--- src/rtl/fetch_stage.sv ---
// Instruction fetch front end: PC sequencing, credit-limited memory requests and an output FIFO.
// Optional FETCH_BYPASS_EN presents a kept response to decode in its arrival cycle.
module fetch_stage #(
  parameter logic [31:0] RESET_PC = 32'h0000_0000,
  parameter int unsigned DEPTH    = 2
) (
  input  logic        clk,
  input  logic        rst,
  output logic        imemReqValid,
  input  logic        imemReqReady,
  output logic [31:0] imemReqAddr,
  input  logic        imemRespValid,
  input  logic [31:0] imemRespData,
  output logic        outValid,
  input  logic        outStall,
  output logic [31:0] outPc,
  output logic [31:0] outInstr,
  input  logic        redirectValid,
  input  logic [31:0] redirectPc
);

  localparam int unsigned CW = $clog2(DEPTH + 1);
  localparam int unsigned AW = $clog2(DEPTH);
  localparam logic [CW:0] CREDITS = DEPTH[CW:0];

  logic [31:0]   pc_q;
  logic [31:0]   fifo_pc    [DEPTH];
  logic [31:0]   fifo_instr [DEPTH];
  logic [31:0]   issued_pc  [DEPTH];
  logic [AW-1:0] rd_ptr, wr_ptr, issued_rd, issued_wr;
  logic [CW-1:0] fifo_count, inflight, drop_cnt;

  logic          accept, resp_keep, bypass, push, pop, fifo_empty;
  logic [31:0]   resp_pc;
  logic [CW:0]   credit_used;
  logic          unused_pc_bits;

  assign unused_pc_bits = ^redirectPc[1:0];

  assign credit_used  = {1'b0, fifo_count} + {1'b0, inflight};
  assign imemReqValid = !rst && !redirectValid && (credit_used < CREDITS);
  assign imemReqAddr  = pc_q;
  assign accept       = imemReqValid && imemReqReady;

  assign fifo_empty = (fifo_count == '0);
  assign resp_pc    = issued_pc[issued_rd];
  assign resp_keep  = imemRespValid && (drop_cnt == '0) && !redirectValid;

`ifdef FETCH_BYPASS_EN
  assign bypass = resp_keep && fifo_empty && !outStall;
`else
  assign bypass = 1'b0;
`endif

  assign push     = resp_keep && !bypass;
  assign outValid = !rst && !redirectValid && (!fifo_empty || bypass);
  assign pop      = outValid && !outStall && !fifo_empty;

  // Outputs read as zero whenever nothing is presented.
  always_comb begin
    outPc    = '0;
    outInstr = '0;
    if (outValid) begin
      if (!fifo_empty) begin
        outPc    = fifo_pc[rd_ptr];
        outInstr = fifo_instr[rd_ptr];
      end
`ifdef FETCH_BYPASS_EN
      else begin
        outPc    = resp_pc;
        outInstr = imemRespData;
      end
`endif
    end
  end

  always_ff @(posedge clk) begin
    if (rst) begin
      pc_q       <= RESET_PC;
      rd_ptr     <= '0;
      wr_ptr     <= '0;
      issued_rd  <= '0;
      issued_wr  <= '0;
      fifo_count <= '0;
      inflight   <= '0;
      drop_cnt   <= '0;
    end else begin
      if (accept) begin
        issued_wr <= issued_wr + AW'(1);
      end
      if (imemRespValid) begin
        issued_rd <= issued_rd + AW'(1);
      end
      inflight <= inflight + CW'(accept) - CW'(imemRespValid);

      if (redirectValid) begin
        pc_q       <= {redirectPc[31:2], 2'b00};
        rd_ptr     <= '0;
        wr_ptr     <= '0;
        fifo_count <= '0;
        // Every request still outstanding after this cycle is stale, including ones
        // already counted in drop_cnt, so the new count is simply what remains in flight.
        drop_cnt   <= inflight - CW'(imemRespValid);
      end else begin
        if (accept) begin
          pc_q <= pc_q + 32'd4;
        end
        if (imemRespValid && (drop_cnt != '0)) begin
          drop_cnt <= drop_cnt - CW'(1);
        end
        if (push) begin
          wr_ptr <= wr_ptr + AW'(1);
        end
        if (pop) begin
          rd_ptr <= rd_ptr + AW'(1);
        end
        fifo_count <= fifo_count + CW'(push) - CW'(pop);
      end
    end
  end

  // Payload storage needs no reset; occupancy is tracked by the pointers and counters.
  always_ff @(posedge clk) begin
    if (!rst && accept) begin
      issued_pc[issued_wr] <= pc_q;
    end
    if (!rst && !redirectValid && push) begin
      fifo_pc[wr_ptr]    <= resp_pc;
      fifo_instr[wr_ptr] <= imemRespData;
    end
  end

endmodule
--- config.mk ---
export PLATFORM = sky130hd
export DESIGN_NAME = fetch_stage
export DESIGN_NICKNAME = d
export VERILOG_FILES = /design/src/rtl/fetch_stage.sv
export SDC_FILE = /design/constraint.sdc
export NUM_CORES = 1
export LEC_CHECK = 0
export CORE_MARGIN = 8
export CORE_UTILIZATION = 35
export DETAILED_ROUTE_END_ITERATION = 7
export PLACE_DENSITY = 0.57
export SLEW_MARGIN = 10
export SYNTH_ARGS = -nofsm -noshare
export SYNTH_HDL_FRONTEND = slang
export SYNTH_SLANG_ARGS = --single-unit
--- constraint.sdc ---
create_clock -name clk -period 12.39 [get_ports clk]
set_input_delay 3.0975 -clock clk [delete_from_list [all_inputs] [get_ports clk]]
set_output_delay 3.0975 -clock clk [all_outputs]
set_load 0.05 [all_outputs]
# == Yosys cells after proc, flatten, opt, wreduce, memory -nomap -nowiden ==
# Memories as Yosys holds them, arrays and structs flattened. A register that Yosys moved wholly into a read port is not among the register bits.
# Cells that the tools add are included.
# word_totals
wordCells,64
output_inout_bits,98
ramBits,192
register_bits,42
mem_count,3
# mem_list
memory,depth,width,rd,rd_ports_with_merged_regs,write_ports,line,rtl
fifo_instr,2,32,1,1,1,28,logic [31:0] fifo_instr [DEPTH];
fifo_pc,2,32,1,1,1,27,logic [31:0] fifo_pc [DEPTH];
issued_pc,2,32,1,1,1,29,logic [31:0] issued_pc [DEPTH];
# op_classes
n_lt_le_gt_ge,1
add_sub_neg,12
reduce_logical,21
muxes,18
# op_table
op,count
$mux 32,6
$add 32x3->32 const B,1
$logic_and 1x1->1,11
$mux 1,10
$reduce_bool 2->1,3
$sub 2x1->2,3
$add 1x1->1 const B,4
$add 2x1->2,2
$logic_not 1->1,4
$logic_not 2->1,2
$mux 2,2
$add 2x2->3,1
$lt 3x2->1 const B,1
$reduce_or 2->1,1
$sub 2x1->2 const B,1

# == Logic depth before layout (Yosys ltp) ==
# depth
ltp_word,7
mapped_depth,14

# == Worst setup path before layout ==
# Ideal clock, no wire load.
# synth_path
kind,input port to flip-flop
startpoint,input redirectValid
endpoint,"memory fifo_instr[0][0], enable pin"
setup_ns,0.558
slack_ns,4.010
required_ns,11.832
arrival_ns,7.822
path_stages,3
path_buffers,1
path_cell_list,or2_2 > clkbuf_1 > nor3_1
# synth_between
elab_chain_len,5
word_cells_on_any_way,6
# synth_rtl
item,line,rtl
from (decl),18,"input logic redirectValid,"
$logic_not 1->1 *,"47, 127",
$logic_and 1x1->1 (on tied branches),"127, 47",
$logic_and 1x1->1 *,127,if (!rst && !redirectValid && push) begin
$mux 1 *,127,
$mux 1 (not written as such) *,129,fifo_instr[wr_ptr] <= imemRespData;
to (decl),28,
# Mark *: on every way between the ends. The rest lies on a longest branch, timed or not.

# == Final worst setup path ==
# layout_path
startpoint,input rst
endpoint,output outInstr[29]
# layout_between
elab_chain_len,4
# layout_rtl
item,line,rtl
from (decl),8,"input logic rst,"
$logic_not 1->1,56,assign outValid = !rst && !redirectValid && (!fifo_empty || bypass);
$logic_and 1x1->1 (2 in series),56,
$mux 32,63,if (outValid) begin
to (decl),17,"output logic [31:0] outInstr,"
# No other way between the ends.

==> flow_summary.ini <==
[yosys]
synth_cells = 661
synth_top_family_by_area = multiplexers
synth_compound_area_share_pct = 4.92
yosys.area_share.adder_pct = 1.17
synthSimpleGateAreaFrac_pct = 10.2
synth_enable_flop_cells = 184
synth_cell_types = 53
ys_async_sr_fraction_pct = 0
avgSynthCellArea_um2 = 13.9
synth_flop_cell = edfxtp_1
yosys_warnings = 0
ys_ff_latch = 226
ys_seq_area_share_pct = 69.3
synthMuxAreaShare_pct = 10.8
yosys.area_share.xor_xnor_pct = 1.24
syn-cell-area_um2 = 9190

[flow_run]
maxCapViolations = 0

[setup_path]
worstPathRequired_ns = 9.29
end_kind = primary output
crit_arrival_ns = 5.90
crit_buf_inv = 4
crit_fanout = 50
start_kind = primary input
cp_cell_sequence = clkdlybuf4s50_1 -> buf_4 -> nor2_1 -> o21ai_4 -> buf_4 -> nor2_1 -> clkdlybuf4s50_1
critical_path_class = primary input to primary output
slowest_delay_ns = 0.76
cp_slowest_cell = clkdlybuf4s50_1
crit_family = buffers and inverters

[route]
final_antenna_net_count = 0
viasPerCell = 4.96
routed_wl_um = 21900
routed-via-count = 5853
routedWlPerCell_um = 18.6
dr.pass1.iters = 4
drt_iter0_drc = 276
drc = 0

[global_route]
grtUsageTotal_pct = 13.5
grt_pass1_vias = 5745
grt_pass1_wl_um = 33700
grt_max_degree = 51
antenna_found_initial = 0
grt-ovfl-total = 0

[floorplanning]
die_h_um = 178
core_um2 = 25900
initial_core_util_pct = 35.5
dieArea_um2 = 31700
rows = 59
io_pins = 168
fp.dieW_um = 178

[min_path]
min_path_type = register to register

[finish]
layout.cells.most_common = edfxtp_1
layout_common_cells = edfxtp_1 (184), clkdlybuf4s50_1 (161), nor2_1 (89)
num-nets-final = 905
diodes = 0
fillers = 2355
drive_gt1_share_pct = 10.7
area_delta_synth_final_pct = 29.7

[timing]
setup_violations = 0
max_freq_mhz = 111
fin_worst_skew_ns = 0.0101
worst_pin_slew_ns = 0.909
setup-tns-final_ns = 0
finalMaxSlewViolations = 0
hold_viol_final = 0
layout_worst_path_cycle_share_pct = 72.6
rsz0062_at_grt = no
fin_ws_ns = 3.39
slew_headroom_pct = 38.9
period_needed_ns = 9.00

[placement]
globalplace.congestion = 0.766
io_buffers = 161
place_hpwl_um = 14300
pre_cts_ws_ns = 3.36

[clock_network]
cts_buffers = 25
postCtsSetupBuffers = 0
cts_tree = yes
clk_latency_ns = 0.51
clkTransAtPathRegs_ns = 0.06
ctsRootBufferMaster = clkbuf_16
clock_sinks = 226
ctsResizeCount = 0
cts.htree.levels = 1
cts_buffer_depth = 3
ctsHoldBuffers = 0

[pwr]
leakage_nw = 3.80
ir_worst_vdd_mv = 0.0980
power_per_cell_area_nw_per_um2 = 140

[status]
status = complete, no violations
cell usage after synthesis (all sizes together) (8+ instances only):
cell      n  area (um2)
a21oi    23         115
a31oi    13        81.3
buf      11        61.3
clkbuf   26        97.6
dfxtp    42         841
edfxtp  184        5530
inv      16        60.1
mux2     33         372
mux2i    62         621
nand2    25        93.8
nand3    17        85.1
nand4    13        81.3
nor2     90         338
nor3      9        50.1
o21ai    12        60.1
xnor2     8        70.1
kinds of logic (layout without fill, tap and decap cells):
group,Yosys count,after routing
AOI/OAI and AO/OA,72,72
xor gates and xnor gates,13,13
adders and majority gates,8,8
buffers and inverters,53,234
DFF,226,226
muxes,95,95
other,1,4
and+or+nand+nor,193,193
worst paths after layout:
| path | startpoint | endpoint | slack (ns) | cells after the start |
|---|---|---|---|---|
| setup / recovery | rst | outInstr[29] | 3.39 | 7 |
| hold / removal | rd_ptr | rd_ptr | 0.51 | 2 |
| setup reg to reg | fifo_count[0] | issued_pc[0][7] | 8.27 | 7 |
| hold reg to reg | rd_ptr | rd_ptr | 0.51 | 2 |
per-stage QoR:
step	util, %	hold slack (ns)	std cells	instance area (um2)	power, mW
4_1_cts	46.0	0.520	1180	11900	1.69
2_1_floorplan	-	0.480	664	9200	0.968
6_report	46.0	0.513	1180	11900	1.67
3_3_place_gp	43.2	0.496	1135	11200	1.03
3_5_place_dp	43.2	0.500	1135	11200	1.03
5_1_grt	46.0	0.556	1180	11900	1.73
routing by layer:
metal	track usage [%]	vias to the layer above	wire, um
li1	-	2793	-
met3	2.90	32	1490
met2	22.3	193	10300
met1	17.8	2835	9720
met4	3.79	0	398
met5	0	-	0
flip-flops by register name (all words and copies together) (netlist names), named ones only:
name and flops:
drop_cnt 2, fifo_count 2, fifo_instr 64, fifo_pc 60, imemReqAddr 30, inflight 2, issued_pc 60, issued_rd 1
issued_wr 1, rd_ptr 1, wr_ptr 1
where the power goes:
group          internal [mW]  switching, mW  total [mW]
clock                  0.375          0.280       0.655
sequential             0.848         0.0210       0.869
combinational         0.0610         0.0832       0.144
final cells by class:
cell class / count / area (um2) / area share, %
repair buffers: 173 / 1700 / 14.3
multi-input cells: 385 / 2640 / 22.1
flip-flops and latches: 226 / 6370 / 53.4
clock inverters: 14 / 72.6 / 0.609
clock buffers: 31 / 658 / 5.52
well taps: 335 / 419 / 3.52
inverters: 16 / 60.1 / 0.504
worst reg2reg max path, delay by kind of cell, from the launching register on:
family,cells,cell delay (ns)
AND/OR/NAND/NOR,4,2.02
flip-flops,1,0.40
adder cells (fa/ha/maj),1,0.46
buffers and inverters,2,0.91
Note: power is estimated with default switching activity, not from simulation.
